===== src/rtl/mux2_share_arbiter.sv =====
// Round-robin arbiter for a shared 2:1 mux datapath.
// The hold limit bounds how long one requester can keep the mux while the other waits.
module mux2_share_arbiter #(
    parameter int unsigned MAX_HOLD = 4
) (
    input  logic                        clk,
    input  logic                        rst,
    input  logic                        req0,
    input  logic                        req1,
    input  logic                        done0,
    input  logic                        done1,
    output logic                        gnt0,
    output logic                        gnt1,
    output logic                        sel,
    output logic                        busy,
    output logic [$clog2(MAX_HOLD)-1:0] hold_cnt
);

    localparam int unsigned          HOLD_W   = $clog2(MAX_HOLD);
    localparam logic [HOLD_W-1:0]    HOLD_MAX = HOLD_W'(MAX_HOLD - 1);

    typedef enum logic [1:0] {
        IDLE = 2'd0,
        G0   = 2'd1,
        G1   = 2'd2
    } state_t;

    state_t              state;
    state_t              state_nx;
    logic                last;
    logic                last_nx;
    logic                sel_nx;
    logic [HOLD_W-1:0]   hold_nx;
    logic                grant_any;
    logic                grant_to;
    logic                own;
    logic                req_own;
    logic                req_oth;
    logic                done_own;

    // State, pointer and registered outputs
    always_ff @(posedge clk or posedge rst) begin
        if (rst) begin
            state    <= IDLE;
            last     <= 1'b1;
            gnt0     <= 1'b0;
            gnt1     <= 1'b0;
            sel      <= 1'b0;
            busy     <= 1'b0;
            hold_cnt <= '0;
        end else begin
            state    <= state_nx;
            last     <= last_nx;
            gnt0     <= (state_nx == G0);
            gnt1     <= (state_nx == G1);
            sel      <= sel_nx;
            busy     <= (state_nx != IDLE);
            hold_cnt <= hold_nx;
        end
    end

    // Next-state: round-robin on ties, release or hold-limit preemption while granted
    always_comb begin
        state_nx  = state;
        last_nx   = last;
        sel_nx    = sel;
        hold_nx   = hold_cnt;
        grant_any = 1'b0;
        grant_to  = 1'b0;
        own       = (state == G1);
        req_own   = own ? req1 : req0;
        req_oth   = own ? req0 : req1;
        done_own  = own ? done1 : done0;

        unique case (state)
            IDLE: begin
                hold_nx = '0;
                if (req0 && req1) begin
                    grant_any = 1'b1;
                    grant_to  = ~last;
                end else if (req0) begin
                    grant_any = 1'b1;
                    grant_to  = 1'b0;
                end else if (req1) begin
                    grant_any = 1'b1;
                    grant_to  = 1'b1;
                end
            end
            G0, G1: begin
                if (done_own || !req_own || (req_oth && (hold_cnt == HOLD_MAX))) begin
                    if (req_oth) begin
                        grant_any = 1'b1;
                        grant_to  = ~own;
                    end else begin
                        state_nx = IDLE;
                        hold_nx  = '0;
                    end
                end else if (hold_cnt != HOLD_MAX) begin
                    hold_nx = hold_cnt + HOLD_W'(1);
                end
            end
            default: begin
                state_nx = IDLE;
                hold_nx  = '0;
            end
        endcase

        // Entering a grant state (from IDLE or as a same-edge handoff)
        if (grant_any) begin
            state_nx = grant_to ? G1 : G0;
            last_nx  = grant_to;
            sel_nx   = grant_to;
            hold_nx  = '0;
        end
    end

endmodule


===== config.mk =====
export PLATFORM = sky130hd
export DESIGN_NAME = mux2_share_arbiter
export DESIGN_NICKNAME = d
export VERILOG_FILES = /design/src/rtl/mux2_share_arbiter.sv
export SDC_FILE = /design/constraint.sdc
export NUM_CORES = 1
export LEC_CHECK = 0
export BUFFER_PORTS_ARGS = -buffer_cell sky130_fd_sc_hd__buf_4
export CORE_UTILIZATION = 41
export DETAILED_ROUTE_END_ITERATION = 10
export PLACE_DENSITY = 0.66
export SLEW_MARGIN = 20
export SYNTH_ARGS = -nofsm -noshare
export SYNTH_HDL_FRONTEND = slang
export SYNTH_SLANG_ARGS = --single-unit

===== constraint.sdc =====
create_clock -name clk -period 6 [get_ports clk]
set_clock_uncertainty 0.2 [all_clocks]
set_input_delay 0.3 -clock clk [delete_from_list [all_inputs] [get_ports clk]]
set_output_delay 0.3 -clock clk [all_outputs]
set_load 0.05 [all_outputs]

==> results.tsv <==
metric	value	unit
Final nets	90	
share of post-route cells with drive strength above 1	0.2564	
initial antenna violation count	0	
total of cells resized after clock tree synthesis	0	
status	finished clean	
Die Span Y	39.59	µm
Initial Util	0.4452	
pwr dens	563.8	mW/mm²
register bit total from synthesis	9	
Clk pwr share	0.110	
post-CTS setup buffer count	0	
Final Cycle Share	0.3660	
count leader, synth	dfrtp_1	
DIE AREA	0.001567	mm²
critical path class	reg2reg	
Startpoint Class	flip-flop	
Peak VDD IR	258.2	µV
EDFF count, synth	0	
Worst EP arrival	2130	ps
Comb pwr share	0.626	
CTS buffer count	3	
fin crit period	2196	ps
mean post-synth cell area	9.195	µm²
number of H-tree levels	1	
Clk Latency, worst-skew pair	250	ps
final hold vios	0	
Post-Syn Instances	63	
Critical Path RT	5930	ps
IO Count	12	
Syn Std Cell Area	579.3	µm²
Reg clk slew, reported paths	60	ps
RR Startpoint	state[0]	
fmax	455.3	MHz
1st-iter DRT viols	14	
top cells by count, synth	8 x dfrtp_1, 7 x inv_1, 6 x nand2_1	
Root Driver	clkbuf_4	
CTS tree	yes	
asr flop ratio synth	1.000	
largest net degree at the start of global routing	11	
vias in the first global route	423	
actual slew at the worst max-slew pin	397.1	ps
CP startpoint	state[0]	
post-route antenna net violation count	0	
Net Switching	0.1915	mW
DP Area	676.9	µm²
Global Route Usage Sum	0.1661	
critical path peak fanout	5	
drt wl/cell	11.86	µm
P&R area growth vs syn	23.11	%
Ys Warns	0	
sequential power share	0.264	
DR pass1 iterations	4	
via density per instance	5.387	
grt ovf	0	
fin area	713.2	µm²
syn nets	74	
RSZ-0062 raised after global routing	no	
top post-synthesis cells by area	dfrtp_1 35%, ha_1 11%, dfstp_2 4.5%	
Slew Viols, Final	0	
first-pass GRT wire length	1738	µm
core area	0.001301	mm²
M1 wire length	481	µm
hold_sp	last	
wire length on met2	564	µm
clock tree sinks	9	
die width	39.59	µm
Net Sw Frac	0.4762	
Top FF cell, synth	dfrtp_1	
Port Buf Inserts	11	
max-cap viol count	0	
Synth area leader	dfrtp_1	
# rows	13	
Yosys cell types	27	
HP Class	reg2reg	
via count	501	
top routing layer used	met3	
Met3 Wirelength	57	µm
final WL	1103	µm
register area share after synthesis	0.3909	
Fin Setup TNS	0	ps
Yosys top cell area share	0.3456	
Worst slew margin	0.7335	
Leak Pwr	0.3438	nW
number of remaining DRC errors	0	
final setup fails	0	
Critical Path End Type	flip-flop	
final RePlAce weighted congestion	0.8322	
P_int	0.2106	mW
ant diodes	0	
Bufs on Longest Clock Path	2	
post-detail-place hpwl	849.6	µm
[final timing paths]
| path | end | slack [ps] | cells past startpoint |
|---|---|---|---|
| worst max-delay path | busy | 3800 | 7 |
| min in group asynchronous | hold_cnt[0] | 360 | 3 |
| worst max register to register | busy | 3800 | 7 |
| worst min-delay path | last | 270 | 2 |
| worst min register to register | last | 270 | 2 |
| max in group asynchronous | last | 4940 | 3 |
[power by group through the flow]
stage	sequential, mW	combinational [mW]	clock [mW]
after global placement	0.107	0.251	0
after floorplan	0.159	0.140	0
after CTS	0.107	0.252	0.0466
final	0.106	0.252	0.0442
after global routing	0.110	0.277	0.0501
after detailed placement	0.108	0.250	0
[cell type report]
class	count	area, µm²
clock buffer	4	26.28
fill	121	588.1
multi-input combinational	46	322.8
timing repair buffer	12	92.59
inverter	7	26.28
tap	15	18.77
sequential	9	226.5
[state kept, by name, summed over array words and instances, names as in the netlist]
| signal | flops |
|---|---|
| state | 2 |
| gnt0 | 1 |
| last | 1 |
| sel | 1 |
| hold_cnt | 2 |
| gnt1 | 1 |
| busy | 1 |
[per-stage QoR]
stage / power, mW / hold slack [ps] / util / setup slack (ps) / cells
detailed placement: 0.3579 / 83.17 / 0.5202 / 3832 / 88
floorplan: 0.2983 / -72.80 / - / 3952 / 63
finish: 0.4021 / 272.0 / 0.5481 / 3804 / 93
global route: 0.4367 / 296.9 / 0.5481 / 3705 / 93
CTS: 0.4051 / 276.8 / 0.5481 / 3816 / 93
global placement: 0.3581 / 81.86 / 0.5202 / 3832 / 88
[logic make-up after synthesis]
family          Yosys count  synth area share
flops                     9            0.3909
buf+inv                   8           0.05184
mux                       3           0.05400
fa+ha+maj                 5            0.1080
compound gates           15            0.1685
simple gates             23            0.2268
[cells in the final DEF (no fill, tap or decap), types with 2 or more instances in the layout]
cell      count
buf_4        11
dfrtp_1       8
inv_1         7
nand2_1       6
ha_1          5
o21ai_1       4
a21oi_1       4
nor2_1        3
nand3_1       3
clkbuf_4      3
nand3b_1      2
mux2i_1       2
and3b_1       2
nand4_1       2
[routing by layer]
metal	track usage	up-vias
met1	0.1812	238
met5	0	-
met2	0.2992	10
met3	0.08523	0
met4	0	0
li1	-	253
[worst max-delay path, stage by stage, from the launching register on]
cell	delay, ps
dfrtp_1	390
inv_1	110
ha_1	240
or3b_4	390
a21oi_2	190
o21ai_2	100
or3_1	320
nor3b_1	140
[what timing repair did]
action	CTS	global route
endpoints found under the setup margin	0	0
endpoints found under the hold margin	8	0
hold buffers	1	0
Power figures use the tool's default switching activity.
